File: config.mk
export PLATFORM = sky130hd
export DESIGN_NAME = date_counter
export DESIGN_NICKNAME = d
export VERILOG_FILES = /design/src/rtl/date_pkg.sv /design/src/rtl/date_dim_lut.sv /design/src/rtl/date_counter.sv
export SDC_FILE = /design/constraint.sdc
export NUM_CORES = 1
export LEC_CHECK = 0
export CAP_MARGIN = 20
export CORE_ASPECT_RATIO = 1.2
export CORE_MARGIN = 4
export CORE_UTILIZATION = 30
export CTS_CLUSTER_DIAMETER = 50
export DETAILED_ROUTE_END_ITERATION = 16
export PLACE_DENSITY = 0.61
export SLEW_MARGIN = 20
export SYNTH_ARGS = -nofsm -noshare
export SYNTH_HDL_FRONTEND = slang
export SYNTH_SLANG_ARGS = --single-unit
export TNS_END_PERCENT = 5
File: constraint.sdc
create_clock -name clk -period 3.9 [get_ports clk]
set_input_delay 0.78 -clock clk [delete_from_list [all_inputs] [get_ports clk]]
set_output_delay 0.78 -clock clk [all_outputs]
set_load 0.02 [all_outputs]
File: src/rtl/date_pkg.sv
// date_pkg: BCD calendar constants, FSM state type and digit helpers shared by
// the date counter and the date-set path.
package date_pkg;

    localparam logic [7:0] M_JAN = 8'h01;
    localparam logic [7:0] M_FEB = 8'h02;
    localparam logic [7:0] M_MAR = 8'h03;
    localparam logic [7:0] M_APR = 8'h04;
    localparam logic [7:0] M_MAY = 8'h05;
    localparam logic [7:0] M_JUN = 8'h06;
    localparam logic [7:0] M_JUL = 8'h07;
    localparam logic [7:0] M_AUG = 8'h08;
    localparam logic [7:0] M_SEP = 8'h09;
    localparam logic [7:0] M_OCT = 8'h10;
    localparam logic [7:0] M_NOV = 8'h11;
    localparam logic [7:0] M_DEC = 8'h12;

    localparam logic [7:0] DIM_28 = 8'h28;
    localparam logic [7:0] DIM_29 = 8'h29;
    localparam logic [7:0] DIM_30 = 8'h30;
    localparam logic [7:0] DIM_31 = 8'h31;

    typedef enum logic {RUN, CLAMP} state_t;

    function automatic logic [3:0] bcd_fix(input logic [3:0] d);
        return d > 4'd9 ? 4'd0 : d;
    endfunction

    // Two-digit BCD increment; 99 wraps to 00 so it can chain into wider counts.
    function automatic logic [7:0] bcd_inc(input logic [7:0] v);
        return v[3:0] != 4'd9 ? {v[7:4], v[3:0] + 4'd1} :
               v[7:4] != 4'd9 ? {v[7:4] + 4'd1, 4'd0} : 8'h00;
    endfunction

    function automatic logic div4(input logic [3:0] t, input logic [3:0] u);
        return (!t[0] && (u == 4'd0 || u == 4'd4 || u == 4'd8)) ||
               ( t[0] && (u == 4'd2 || u == 4'd6));
    endfunction

    // Century years are leap only when the century digits are divisible by 4.
    function automatic logic is_leap_bcd(input logic [15:0] y);
        return y[7:0] != 8'h00 ? div4(y[7:4], y[3:0]) : div4(y[15:12], y[11:8]);
    endfunction

endpackage

File: src/rtl/date_dim_lut.sv
// date_dim_lut: days in a BCD month for a BCD year; also used by date-set
// validation.
module date_dim_lut
    import date_pkg::*;
(
    input  logic [7:0]  month,
    input  logic [15:0] year,
    output logic [7:0]  dim
);

    always_comb begin
        dim = month == M_FEB ? (is_leap_bcd(year) ? DIM_29 : DIM_28) :
              month inside {M_APR, M_JUN, M_SEP, M_NOV} ? DIM_30 :
              month inside {M_JAN, M_MAR, M_MAY, M_JUL, M_AUG, M_OCT, M_DEC} ? DIM_31 :
              DIM_31;
    end

endmodule

File: src/rtl/date_counter.sv
// date_counter: BCD day/month/year counter with range-checked load and one-cycle
// day clamp. DATE_COUNTER_WEEKDAY_EN adds a settable weekday counter.
module date_counter
    import date_pkg::*;
#(
    parameter logic [15:0] INIT_YEAR  = 16'h2000,
    parameter logic [7:0]  INIT_MONTH = 8'h01,
    parameter logic [7:0]  INIT_DAY   = 8'h01
) (
    input  logic       clk,
    input  logic       rst,
    input  logic       day_tick,
    input  logic       load,
    input  logic [3:0] year_set3,
    input  logic [3:0] year_set2,
    input  logic [3:0] year_set1,
    input  logic [3:0] year_set0,
    input  logic [3:0] month_set1,
    input  logic [3:0] month_set0,
    input  logic [3:0] day_set1,
    input  logic [3:0] day_set0,
`ifdef DATE_COUNTER_WEEKDAY_EN
    input  logic [2:0] weekday_set,
    output logic [2:0] weekday,
`endif
    output logic [3:0] year3,
    output logic [3:0] year2,
    output logic [3:0] year1,
    output logic [3:0] year0,
    output logic [3:0] month1,
    output logic [3:0] month0,
    output logic [3:0] day1,
    output logic [3:0] day0,
    output logic       date_valid
);

    state_t      state, state_nxt;
    logic [15:0] year;
    logic [7:0]  month, day, dim, month_ld;
    logic        tick_pend, do_load, do_tick;

    date_dim_lut u_dim (.month(month), .year(year), .dim(dim));

    assign do_load  = state == RUN && load;
    assign do_tick  = state == RUN && !load && (day_tick || tick_pend);
    assign month_ld = {bcd_fix(month_set1), bcd_fix(month_set0)};

    always_ff @(posedge clk) begin
        if (rst) state <= RUN;
        else     state <= state_nxt;
    end

    always_comb begin
        state_nxt = state == CLAMP ? RUN : (load ? CLAMP : RUN);
    end

    always_comb begin
        date_valid = state == RUN;
    end

    always_ff @(posedge clk) begin
        if (rst) begin
            year      <= INIT_YEAR;
            month     <= INIT_MONTH;
            day       <= INIT_DAY;
            tick_pend <= 1'b0;
        end else begin
            tick_pend <= state == CLAMP && day_tick;
            if (state == CLAMP) begin
                day <= day == 8'h00 ? 8'h01 : (day > dim ? dim : day);
            end else if (do_load) begin
                year  <= {bcd_fix(year_set3), bcd_fix(year_set2), bcd_fix(year_set1), bcd_fix(year_set0)};
                month <= (month_ld == 8'h00 || month_ld > M_DEC) ? M_JAN : month_ld;
                day   <= {bcd_fix(day_set1), bcd_fix(day_set0)};
            end else if (do_tick) begin
                if (day < dim) begin
                    day <= bcd_inc(day);
                end else begin
                    day <= 8'h01;
                    if (month == M_DEC) begin
                        month <= M_JAN;
                        year  <= {year[7:0] == 8'h99 ? bcd_inc(year[15:8]) : year[15:8], bcd_inc(year[7:0])};
                    end else begin
                        month <= bcd_inc(month);
                    end
                end
            end
        end
    end

`ifdef DATE_COUNTER_WEEKDAY_EN
    always_ff @(posedge clk) begin
        if (rst)          weekday <= 3'd6;
        else if (do_load) weekday <= weekday_set == 3'd7 ? 3'd0 : weekday_set;
        else if (do_tick) weekday <= weekday == 3'd6 ? 3'd0 : weekday + 3'd1;
    end
`endif

    assign {year3, year2, year1, year0} = year;
    assign {month1, month0}             = month;
    assign {day1, day0}                 = day;

endmodule
Word level (Yosys, flattened, before mapping)
Index checks and enable logic that the tools add are counted.
{"block": "classes", "eq_ne": 29, "bitwise_logic": 1, "mux": 37, "n_addsub": 8, "n_reduce_logical": 40, "order_cmp": 11}
{"op": "$mux 8", "n": 21}
{"op": "$mux 16", "n": 4}
{"op": "$ne 4x4->1 const B", "n": 9}
{"op": "$add 4x1->4 const B", "n": 8}
{"op": "$gt 4x4->1 const B", "n": 8}
{"op": "$mux 4", "n": 8}
{"op": "$eq 4x3->1 const B", "n": 4}
{"op": "$eq 8x3->1 const B", "n": 2}
{"op": "$eq 8x5->1 const B", "n": 2}
{"op": "$logic_not 8->1", "n": 2}
{"op": "$logic_or 1x1->1", "n": 10}
{"op": "$reduce_and 5->1", "n": 2}
{"op": "$eq 4x2->1 const B", "n": 2}
{"op": "$eq 4x4->1 const B", "n": 2}
{"op": "$eq 8x2->1 const B", "n": 1}
{"op": "$eq 8x4->1 const B", "n": 1}
{"op": "$eq 8x8->1 const B", "n": 1}
{"op": "$gt 8x5->1 const B", "n": 1}
{"op": "$gt 8x8->1", "n": 1}
{"op": "$logic_and 1x1->1", "n": 8}
{"op": "$logic_not 4->1", "n": 2}
{"op": "$lt 8x8->1", "n": 1}
{"op": "$reduce_and 4->1", "n": 2}
{"op": "$reduce_bool 8->1", "n": 1}
{"op": "other kinds (13)", "n": 23}
{"block": "word_totals", "input_bits": 36, "register_bits": 34}

Longest topological paths before layout
Gate-level depths: netlist of the first run.
{"block": "logic_depth", "ltp_word": 13, "mapped_depth": 13, "mapped_depth_nobuf": 13}

Hierarchy
Synthesis of the first run repeated with hierarchy kept, for this count alone.
{"block": "unflattened", "cells_unflattened": 376, "area_unflattened_um2": 2912.8}
{"mod": "date_counter", "seq_area_each_um2": 680.7, "cells_per_inst": 350, "instances": 1, "area_per_inst_um2": 2727.6}
{"mod": "date_dim_lut", "seq_area_each_um2": 0.0, "cells_per_inst": 26, "instances": 1, "area_per_inst_um2": 185.2}

Worst setup path after synthesis of the first run
OpenSTA, ideal clock, no wires.
{"block": "synth_path", "kind": "register to register", "startpoint": "reg month[4]", "endpoint": "reg year[2]", "required_time_ps": 3814, "slack_ps": 596, "setup_time_ps": 86, "arrival_time_ps": 3218, "path_buffers": 0, "period_less_slack_ps": 3304, "path_stages_with_launch": 14, "cell_sequence": "dfxtp_1 > inv_1 > ha_1 > or3b_2 > o2bb2a_1 > o22ai_1 > o211ai_2 > ha_1 > nor3b_1 > o22a_1 > a2111oi_1 > nand3_1 > xnor2_1 > a211oi_1"}
{"block": "synth_between", "elab_chain_len": 7, "elab_cells_between_ends": 13, "classes_between": "order compare (1); eq/ne (7); mux (2); reduce/logical (3)"}
{"item": "start, declared", "line": "date_counter.sv:39", "rtl": "logic [7:0] month, day, dim, month_ld;"}
{"item": "start signal, assigned", "line": "date_counter.sv:73", "rtl": "month <= (month_ld == 8'h00 || month_ld > M_DEC) ? M_JAN : month_ld;"}
{"item": "start signal, assigned", "line": "date_counter.sv:84", "rtl": "month <= bcd_inc(month);"}
{"item": "$eq 8x3->1 (tied with other cells)", "line": "date_dim_lut.sv:13", "rtl": "month inside {M_APR, M_JUN, M_SEP, M_NOV} ? DIM_30 :"}
{"item": "$reduce_bool 4->1", "line": "date_dim_lut.sv:13"}
{"item": "$mux 1", "line": "date_dim_lut.sv:13"}
{"item": "$mux 8", "line": "date_dim_lut.sv:12", "rtl": "dim = month == M_FEB ? (is_leap_bcd(year) ? DIM_29 : DIM_28) :"}
{"item": "$lt 8x8->1", "line": "date_counter.sv:76", "rtl": "if (day < dim) begin"}
{"item": "$ne 2x2->1 (no source line)"}
{"item": "$reduce_and 4->1 (no source line) (*)"}
{"item": "end signal, assigned", "line": "date_counter.sv:72", "rtl": "year <= {bcd_fix(year_set3), bcd_fix(year_set2), bcd_fix(year_set1), bcd_fix(year_set0)};"}
{"item": "end signal, assigned", "line": "date_counter.sv:82", "rtl": "year <= {year[7:0] == 8'h99 ? bcd_inc(year[15:8]) : year[15:8], bcd_inc(year[7:0])};"}
{"item": "end, declared", "line": "date_counter.sv:38", "rtl": "logic [15:0] year;"}
Every way passes the cells marked *; elsewhere a longest branch is shown, timed or not.
A chain may end at the register's enable or synchronous reset.

Worst setup path after layout of the first run
Same ends and word-level chain as after synthesis.

==> key figures, run 1 <==
Die
  • I/O pin cnt: 69
  • Chip height: ~110 um
  • Die width: 94.34 um
  • Die ar.: 10530 um^2
  • Initial Util: 31.00%
  • Site row count: 37
  • Core area: 8657 um^2

Flow run
  • Maxcap violations: 0

Synth
  • Mux contribution to synthesized area: 3.776%
  • Count of cell types in the netlist: 63
  • Sequential fraction of the synthesis area: 25.36%
  • Ys async rst share: 0%
  • Yosys warning total: 0
  • Post-Synth Simple-Gate Area: 28.72%
  • EDFF count, synth: 0
  • Post-synthesis cell area: approximately 2700 um^2
  • Post-synthesis adder-cell area fraction: 7.459%
  • Syn Nets: a little over 400
  • Largest family of logic cells by synthesized area: simple AND/OR/NAND/NOR gates
  • Leading register cell type out of synthesis: dfxtp_1
  • Mean Syn Cell Area: approximately 7.5 um^2
  • XOR/XNOR share of the synthesized area: between 1.5 and 2%
  • Compound-cell area share of the yosys netlist: between 20% and 30%
  • Mapped Cells: 360
  • Register bit total from synthesis: 34

Layout
  • Share of cells above drive strength 1: 6.103%
  • Post-route insts no fill: about 540
  • Util after Layout: ~41%
  • Most frequent cells in the layout: clkdlybuf4s50_1, nor2_1, dfxtp_1
  • FILL cells: 897
  • Final #Nets: 477
  • Final instance area: 3588 um^2
  • Antenna cell count: 0
  • Commonest non-fill, non-tap cell in the layout: clkdlybuf4s50_1
  • Area Overhead vs Synth: 33.71%

Global route
  • Vias in the first global route: 2651
  • Largest net degree at the start of global routing: 35
  • Total grt overflow: 0
  • First-pass GRT wire length: 12610 um
  • Global Route Usage Sum: 14.59%
  • Initial antenna violation count: 0

STA
  • Hold Vio Cnt, Final: 0
  • Max Clk Rate: ~280 MHz
  • Post-Route Skew: between 0.005 and 0.006 ns
  • Worst hold slack: 0.5220 ns
  • Final worst path period need: 3.578 ns
  • Final period utilization: 91.73%
  • Setup TNS: 0 ns
  • Worst-Margin Slew: 0.6681 ns
  • RSZ-0062 raised after global routing: no
  • Slew margin rel.: ~55%
  • # setup viols final: 0
  • Final max-slew violation count: 0

Worst setup path
  • Cell chain of the critical path: inv_1, ha_1, or3b_2, o2bb2a_1, o22ai_1, o211ai_2, ha_1, nor3b_1, o22a_1, a2111oi_1, nand3_1, xnor2_1, a211oi_1
  • Crit path DAT: 3.78 ns
  • Crit path largest cell delay: between 0.6 and 0.7 ns
  • Critical path's most frequent cell: ha_1
  • FF-to-FF path depth: 13
  • CP delay by family, top: compound AO/OA/AOI/OAI gates
  • Critical path depth: 13
  • CP max-delay cell: a2111oi_1
  • Max FO, Critical Path: 6
  • CP required: 4.11 ns
  • CP Launch Type: flop
  • CP Capture Type: flop
  • CP bufs+invs: 1
  • CP Class: flop to flop

Placement
  • Placed Area: around 3500 um^2
  • IO buf count: 68
  • DP Wirelength: 6005 um
  • Placed cells: 535
  • Placer congestion estimate: 0.8505

Pwr
  • Comb pwr share: 30.7%
  • PD cells: 271.5 nW/um^2
  • Power share of the clock group: around 28%
  • Flop pwr share: 41.5%
  • P_int: ~0.66 mW
  • Peak supply drop: 0.1532 mV
  • Sw Ratio: 32.74%
  • Leakage power: ~1.3 nW
  • Net switching power: 0.3190 mW

CTS
  • Clk pin slew, worst setup/hold paths: 0.07 ns
  • Root Buffer: clkbuf_8
  • Setup bufs post-CTS: 0
  • Clock Latency Late Sink: 0.28 ns
  • H-Tree Level Count: 2
  • CTS tree: done
  • Post-CTS Resized: 0
  • Clk sink count: 34
  • CTS hold repair buffers: 0
  • Clock buffer depth: 2
  • TritonCTS Buffers: 5

Route
  • Post-route ant nets: 0
  • Top Layer Used: met4
  • Via count: approximately 2900
  • 1st-pass router iterations: 6
  • Drt total wl: 7782 um
  • Met3 WL post-DR: 461 um
  • DR iter-0 viols: 145
  • WL per Instance: 14.33 um
  • Met2 WL: 3915 um
  • Drt via density: 5.293
  • DRC viols: 0
  • M1 WL: 3332 um

Run status
  • Status: finished clean

Hold path
  • Worst Hold Depth: 2
  • Worst hold path type: flop to flop
==> cells in the mapped netlist, drive strengths merged (6+ instances only) <==
library cell | count | area share [%]
nor3b | 9 | 2.5
nand2 | 25 | 3.6
a211oi | 10 | 2.8
o211ai | 7 | 2.1
dfxtp | 34 | 25
nor2 | 41 | 5.7
mux2i | 9 | 3.4
a31oi | 6 | 1.4
o21ai | 27 | 5.0
inv | 20 | 2.8
clkbuf | 13 | 1.8
or3 | 8 | 1.9
ha | 16 | 7.5
a21oi | 30 | 5.7
nand3b | 6 | 1.7
nand3 | 18 | 3.5
nor3 | 9 | 1.7
==> kinds of logic (layout without fill, tap and decap cells) <==
logic type,after synthesis,after routing
AO/OA/AOI/OAI,114,114
XOR/XNOR,6,6
adder cells (fa/ha/maj),16,16
buffers and inverters,36,102
flip-flops,34,34
multiplexers,10,10
AND/OR/NAND/NOR,144,144
==> flip-flops by register name, summed over array words and instances (netlist names) <==
| name | count |
|---|---|
| month | 8 |
| day | 8 |
| state | 1 |
| tick_pend | 1 |
| year | 16 |
==> power by group through the flow <==
stage          Sequential, mW  Clock [mW]  Combinational [mW]
2_1_floorplan           0.424           0               0.160
3_3_place_gp            0.413           0               0.297
3_5_place_dp            0.413           0               0.301
4_1_cts                 0.405       0.281               0.302
5_1_grt                 0.410       0.295               0.331
6_report                0.405       0.270               0.299
==> worst paths after layout <==
kind / start / to / slack, ns
min reg2reg: year[15]$_SDFFE_PP0P_ / year[15]$_SDFFE_PP0P_ / 0.52
min: year[15]$_SDFFE_PP0P_ / year[15]$_SDFFE_PP0P_ / 0.52
max reg2reg: month[4]$_SDFFE_PP0P_ / year[2]$_SDFFE_PP0P_ / 0.32
max: month[4]$_SDFFE_PP0P_ / year[2]$_SDFFE_PP0P_ / 0.32
==> per-layer routing <==
metal	GRT usage (%)	up-vias
li1	-	1460
met2	25.90	67
met4	3.179	0
met5	0	-
met3	3.041	6
met1	17.91	1341
==> area by class of cell <==
| type | instances | area [um^2] | area share [%] |
|---|---|---|---|
| clock inverters | 2 | 12.51 | 0.3487 |
| inverters | 20 | 75.07 | 2.092 |
| flip-flops and latches | 34 | 680.7 | 18.97 |
| clock buffers | 6 | 82.58 | 2.301 |
| well taps | 117 | 146.4 | 4.079 |
| repair buffers | 74 | 725.7 | 20.22 |
| multi-input cells | 290 | 1866 | 51.99 |
==> tightest hold or removal path: stages, from the launching register on <==
cell and delay [ns]:
dfxtp_1 0.34, o21ai_1 0.08, a21oi_1 0.06
==> stage by stage <==
| step | setup WS, ns | power [mW] |
|---|---|---|
| final | 0.3224 | 0.9742 |
| after CTS | 0.3005 | 0.9875 |
| after floorplan | 0.5964 | 0.5835 |
| after global routing | 0.08650 | 1.035 |
| after detailed placement | 0.3023 | 0.7132 |
| after global placement | 0.4356 | 0.7103 |
No activity file was read; power rests on OpenSTA's default activity.
==> run 2, diff against run 1 <==
- CORE_MARGIN: 4 -> unset
- CORE_UTILIZATION: 30 -> 50
- PLACE_DENSITY: 0.61 -> 0.89
==> run 2 against run 1 <==
Effect of this change:
- cell count down 11%
- core utilization grew 28 points
- count of clock-buffer cells in the layout grew 1
- combinational power is essentially flat
- critical path depth is the same
- clock skew increased by 0.0011 ns
- sequential power about the same
- clock power is 8.9% lower
- sequential share of layout area is 0.50 points higher
- worst hold slack lost 0.012 ns
- non-clock buffer count shrank 1
- power is 2.4% lower
- critical endpoint is now year[3]$_SDFFE_PP0P_
==> key figures, run 2 (synthesis results as in run 1) <==
Layout
  • Commonest non-fill, non-tap cell in the layout: clkdlybuf4s50_1
  • Antenna cell count: 0
  • Share of cells above drive strength 1: about 5.4%
  • Largest register FFs: 16
  • Area Overhead vs Synth: 30.26%
  • Final #Nets: around 480
  • Register with the most flip-flops: year
  • FILL cells: 445
  • Top flop regs: year: 16 flops, day: 8 flops, month: 8 flops
  • Most frequent cells in the layout: clkdlybuf4s50_1, nor2_1, dfxtp_1

Worst setup path
  • Crit path largest cell delay: 0.47 ns
  • Flop-to-flop setup slack: 0.29 ns
  • CP Capture Type: flop
  • Worst R2R Start: month[4]$_SDFFE_PP0P_
  • CP Launch Type: flop
  • CP required: 4.10 ns
  • Max FO, Critical Path: 6
  • CP max-delay cell: or3b_2
  • FF-to-FF path depth: 13
  • Cell chain of the critical path: inv_1, ha_1, or3b_2, o2bb2a_1, o22ai_1, o211ai_2, ha_1, nor3b_1, o22a_1, a21oi_1, nand2_1, or3_1, a311oi_1
  • R2r endpoint: year[3]$_SDFFE_PP0P_
  • CP Class: flop to flop
  • Critical path's most frequent cell: ha_1
  • CP bufs+invs: 1
  • CP delay by family, top: compound AO/OA/AOI/OAI gates
  • Crit path DAT: 3.81 ns

Die
  • Core area: between 5000 and 6000 um^2
  • Die width: 68.88 um
  • Die ar.: ~5700 um^2
  • Site row count: 28
  • Chip height: 82.26 um
  • Initial Util: 53.20%
  • I/O pin cnt: between 60 and 70

Placement
  • DP Wirelength: 5352 um
  • Placer congestion estimate: 0.8747
  • IO buf count: 68
  • Pre-CTS WS: 0.2276 ns

STA
  • Final period utilization: 92.64%
  • Slew margin rel.: between 50% and 60%
  • # setup viols final: 0
  • Final max-slew violation count: 0
  • Worst-Margin Slew: 0.6909 ns
  • Setup TNS: 0 ns
  • RSZ-0062 raised after global routing: no
  • Post-Route Skew: 0.006401 ns
  • Final worst path period need: 3.613 ns
  • Setup WS post-layout: 0.2869 ns
  • Max Clk Rate: approximately 280 MHz
  • Worst hold slack: 0.5098 ns
  • Hold Vio Cnt, Final: 0

Run status
  • Status: finished clean

Route
  • Post-route ant nets: 0
  • WL per Instance: about 15 um
  • DRC viols: 0
  • Via count: 2966
  • Drt total wl: 7240 um
  • 1st-pass router iterations: 4
  • Drt via density: 6.128
  • DR iter-0 viols: 132

Global route
  • Largest net degree at the start of global routing: 35
  • Total grt overflow: 0
  • First-pass GRT wire length: 11740 um
  • Global Route Usage Sum: a little over a quarter
  • Vias in the first global route: between 2000 and 3000
  • Initial antenna violation count: 0

CTS
  • CTS hold repair buffers: 0
  • TritonCTS Buffers: 5
  • Clock buffer depth: 2
  • Clk pin slew, worst setup/hold paths: 0.07 ns
  • CTS tree: done
  • Clock Latency Late Sink: between 0.2 and 0.3 ns
  • Setup bufs post-CTS: 0
  • Clk sink count: 34
  • Root Buffer: clkbuf_8
  • H-Tree Level Count: 2

Hold path
  • Worst Hold Depth: 2
  • Worst hold path type: flop to flop
  • Min-delay src: month[5]$_SDFFE_PP0P_
  • Hold Path End: month[5]$_SDFFE_PP0P_

Pwr
  • Leakage power: 1.245 nW
  • Peak supply drop: 0.1838 mV
  • PD cells: 272.0 nW/um^2

Flow run
  • Maxcap violations: 0
[run 2: cell types whose count changed in the layout (fill, tap and decap cells not counted)]
cell and delta:
buf_4 -1, a2111oi_2 +1, clkinvlp_4 -1, clkbuf_8 -1, a2111oi_1 -1, clkbuf_1 +2, clkinv_2 -1
[run 2: area by class of cell]
cell class | instances | area (um^2) | area share, %
clock buffer | 7 | 76.32 | 2.183
inverter | 20 | 75.07 | 2.147
multi-input combinational | 290 | 1871 | 53.51
sequential | 34 | 680.7 | 19.47
tap | 60 | 75.07 | 2.147
timing repair buffer | 73 | 718.2 | 20.54
[run 2: tightest hold or removal path, cell delays in order (launching register included)]
cell	delay, ns
dfxtp_1	0.35
nand2_1	0.07
a21oi_1	0.05
[run 2: power by group]
part | total, mW | internal (mW) | switching (mW)
logic | 0.296 | 0.145 | 0.152
registers | 0.408 | 0.368 | 0.0401
clock network | 0.246 | 0.123 | 0.124
[run 2: routing by layer]
metal  vias to the layer above  wire (um)  GRT usage, %
met4                         0         85         9.388
met1                      1404       3081         30.39
met5                         -          0             0
met3                         8        333         4.808
li1                       1462          -             -
met2                        92       3740         49.03
[run 2: repair_timing]
action	CTS	global route
endpoints found under the setup margin	0	1
resized for setup	0	1
hold endpoints to repair	0	0
[run 2: metrics by stage]
stage / instance area (um^2) / total power, mW / utilization [%] / std cells
2_1_floorplan: 2684 / 0.5835 / - / 360
3_3_place_gp: 3415 / 0.7001 / 67.68 / 477
3_5_place_dp: 3415 / 0.7080 / 67.68 / 477
4_1_cts: 3491 / 0.9516 / 69.20 / 484
5_1_grt: 3496 / 1.004 / 69.30 / 484
6_report: 3496 / 0.9508 / 69.30 / 484
[run 2: worst max path at each step]
| stage | from | end | slack [ns] | cells past startpoint |
|---|---|---|---|---|
| after detailed placement | month[4]$_SDFFE_PP0P_ | year[2]$_SDFFE_PP0P_ | 0.23 | 13 |
| after CTS | month[4]$_SDFFE_PP0P_ | year[2]$_SDFFE_PP0P_ | 0.21 | 13 |
| after floorplan | month[4]$_SDFFE_PP0P_ | year[2]$_SDFFE_PP0P_ | 0.60 | 13 |
| after global placement | month[4]$_SDFFE_PP0P_ | year[2]$_SDFFE_PP0P_ | 0.49 | 13 |
| final | month[4]$_SDFFE_PP0P_ | year[3]$_SDFFE_PP0P_ | 0.29 | 13 |
| after global routing | month[4]$_SDFFE_PP0P_ | year[3]$_SDFFE_PP0P_ | 0.08 | 13 |
==> run 3, diff against run 2 <==
- CORE_UTILIZATION: 50 -> 40
- PLACE_DENSITY: 0.89 -> 0.75
==> run 3 against run 2 <==
Effect of this change:
- cell count grew 5.6%
- fmax grew 1.4%
- critical path type unchanged
- core utilization shrank 14 points
==> key figures, run 3 (synthesis results as in run 1) <==
Run status
  • Status: finished clean

Layout
  • Largest register FFs: 16
  • Area Overhead vs Synth: 33.99%
  • Footprint of the multi-input gates: ~1900 um^2
  • Most frequent cells in the layout: clkdlybuf4s50_1, nor2_1, dfxtp_1
  • Antenna cell count: 0
  • Top flop regs: year: 16 flops, day: 8 flops, month: 8 flops
  • Final instance area: 3596 um^2
  • FILL cells: 593
  • Reg area: between 600 and 700 um^2
  • Util after Layout: between 50% and 60%
  • Commonest non-fill, non-tap cell in the layout: clkdlybuf4s50_1
  • Final #Nets: 477
  • Share of cells above drive strength 1: 6.103%
  • Register with the most flip-flops: year

Worst setup path
  • Crit path DAT: 3.78 ns
  • Crit path largest cell delay: 0.67 ns
  • Worst setup path start: month[4]$_SDFFE_PP0P_
  • CP Capture Type: flop
  • Worst R2R Start: month[4]$_SDFFE_PP0P_
  • CP max-delay cell: a2111oi_1
  • Flop-to-flop setup slack: 0.34 ns
  • R2r endpoint: year[2]$_SDFFE_PP0P_
  • Cell chain of the critical path: inv_1, ha_1, or3b_2, o2bb2a_1, o22ai_1, o211ai_2, ha_1, nor3b_1, o22a_1, a2111oi_1, nand3_1, xnor2_1, a211oi_1
  • FF-to-FF path depth: 13
  • Critical path's most frequent cell: ha_1
  • Max FO, Critical Path: 6
  • CP Launch Type: flop
  • CP Class: flop to flop
  • CP required: 4.11 ns

Global route
  • Largest net degree at the start of global routing: 35
  • Initial antenna violation count: 0
  • Global Route Usage Sum: around 22%
  • Vias in the first global route: roughly 2700
  • First-pass GRT wire length: 12520 um
  • Total grt overflow: 0

Pwr
  • Power share of the clock group: 36.5%
  • P_int: 0.7861 mW
  • Peak supply drop: 0.1386 mV
  • Sw Ratio: 29.29%
  • Flop pwr share: 36.5%
  • Net switching power: between 0.3 and 0.4 mW
  • Comb pwr share: 27.0%
  • Leakage power: 1.282 nW
  • PD cells: 309.2 nW/um^2

Die
  • Initial Util: between 40% and 50%
  • Chip height: 91.73 um
  • Die ar.: 7043 um^2
  • Site row count: 32
  • Die width: around 77 um
  • Core area: roughly 6400 um^2
  • I/O pin cnt: 69

Placement
  • Placed Area: between 3000 and 4000 um^2
  • IO buf count: 68
  • DP Wirelength: ~5600 um
  • Placer congestion estimate: 0.8682

STA
  • Setup TNS: 0 ns
  • # setup viols final: 0
  • Worst hold slack: between 0.5 and 0.6 ns
  • Post-Route Skew: around 0.0066 ns
  • Final worst path period need: 3.565 ns
  • Final max-slew violation count: 0
  • Max Clk Rate: between 200 and 300 MHz
  • RSZ-0062 raised after global routing: no
  • Slew margin rel.: 54.89%
  • Hold Vio Cnt, Final: 0
  • Final period utilization: 91.40%
  • Worst-Margin Slew: 0.6749 ns

CTS
  • Clk sink count: 34
  • Post-CTS Resized: 0
  • Clk pin slew, worst setup/hold paths: roughly 0.07 ns
  • TritonCTS Buffers: 5
  • Clock Latency Late Sink: 0.29 ns
  • Root Buffer: clkbuf_8
  • H-Tree Level Count: 2
  • Setup bufs post-CTS: 0
  • Clock buffer depth: 2
  • CTS hold repair buffers: 0
  • CTS tree: done

Route
  • WL per Instance: 14.54 um
  • Post-route ant nets: 0
  • DR iter-0 viols: 142
  • Drt via density: 5.779
  • Drt total wl: 7429 um
  • DRC viols: 0
  • Via count: 2953
  • 1st-pass router iterations: 4

Hold path
  • Min-delay src: month[5]$_SDFFE_PP0P_
  • Hold Path End: month[5]$_SDFFE_PP0P_
  • Worst Hold Depth: 2
  • Worst hold path type: flop to flop

Flow run
  • Maxcap violations: 0
==> run 3: cell types whose count changed in the layout (fill, tap and decap cells not counted) <==
cell       change
bufinv_16      +2
clkbuf_1       -2
a2111oi_1      +1
a2111oi_2      -1
buf_4          +1
clkbuf_8       +1
==> run 3: worst max-delay path by stage <==
stage                           end  slack, ns  cells after the start
3_3_place_gp   year[2]$_SDFFE_PP0P_       0.46                     13
5_1_grt        year[2]$_SDFFE_PP0P_        0.1                     13
6_report       year[2]$_SDFFE_PP0P_       0.34                     13
2_1_floorplan  year[2]$_SDFFE_PP0P_       0.60                     13
4_1_cts        year[2]$_SDFFE_PP0P_       0.34                     13
3_5_place_dp   year[2]$_SDFFE_PP0P_       0.36                     13
==> run 3: per-layer routing <==
layer / wire [um] / up-vias / GRT usage (%)
met2: 3717 / 75 / 39.66
met4: 77 / 0 / 5.449
met1: 3342 / 1411 / 25.91
met5: 0 / - / 0
li1: - / 1458 / -
met3: 291 / 9 / 3.781
==> run 3: cell type report <==
class,instances,share of cell area [%]
Tap cell,85,2.958
Clock buffer,6,2.296
Clock inverter,2,1.670
Inverter,20,2.088
Multi-Input combinational cell,290,51.88
Timing Repair Buffer,74,20.18
Sequential cell,34,18.93
==> run 3: critical path: cells and delay by family (launching register included) <==
family	cells	cell delay [ns]
AO/OA/AOI/OAI	6	1.72
AND/OR/NAND/NOR	3	0.78
flip-flops	1	0.37
adder cells (fa/ha/maj)	2	0.35
XOR/XNOR	1	0.16
buffers and inverters	1	0.10
==> run 3: power by group through the flow <==
| stage | clock network (mW) | registers (mW) | logic, mW |
|---|---|---|---|
| 5_1_grt | 0.433 | 0.411 | 0.329 |
| 3_5_place_dp | 0 | 0.414 | 0.297 |
| 2_1_floorplan | 0 | 0.424 | 0.160 |
| 6_report | 0.406 | 0.406 | 0.300 |
| 3_3_place_gp | 0 | 0.412 | 0.293 |
| 4_1_cts | 0.414 | 0.406 | 0.300 |
==> run 3: stage by stage <==
| stage | instances | worst slack, ns | power, mW |
|---|---|---|---|
| final | 511 | 0.3353 | 1.112 |
| after global routing | 511 | 0.09605 | 1.174 |
| after CTS | 511 | 0.3376 | 1.119 |
| after detailed placement | 503 | 0.3611 | 0.7112 |
| after global placement | 503 | 0.4648 | 0.7043 |
| after floorplan | 360 | 0.5964 | 0.5835 |
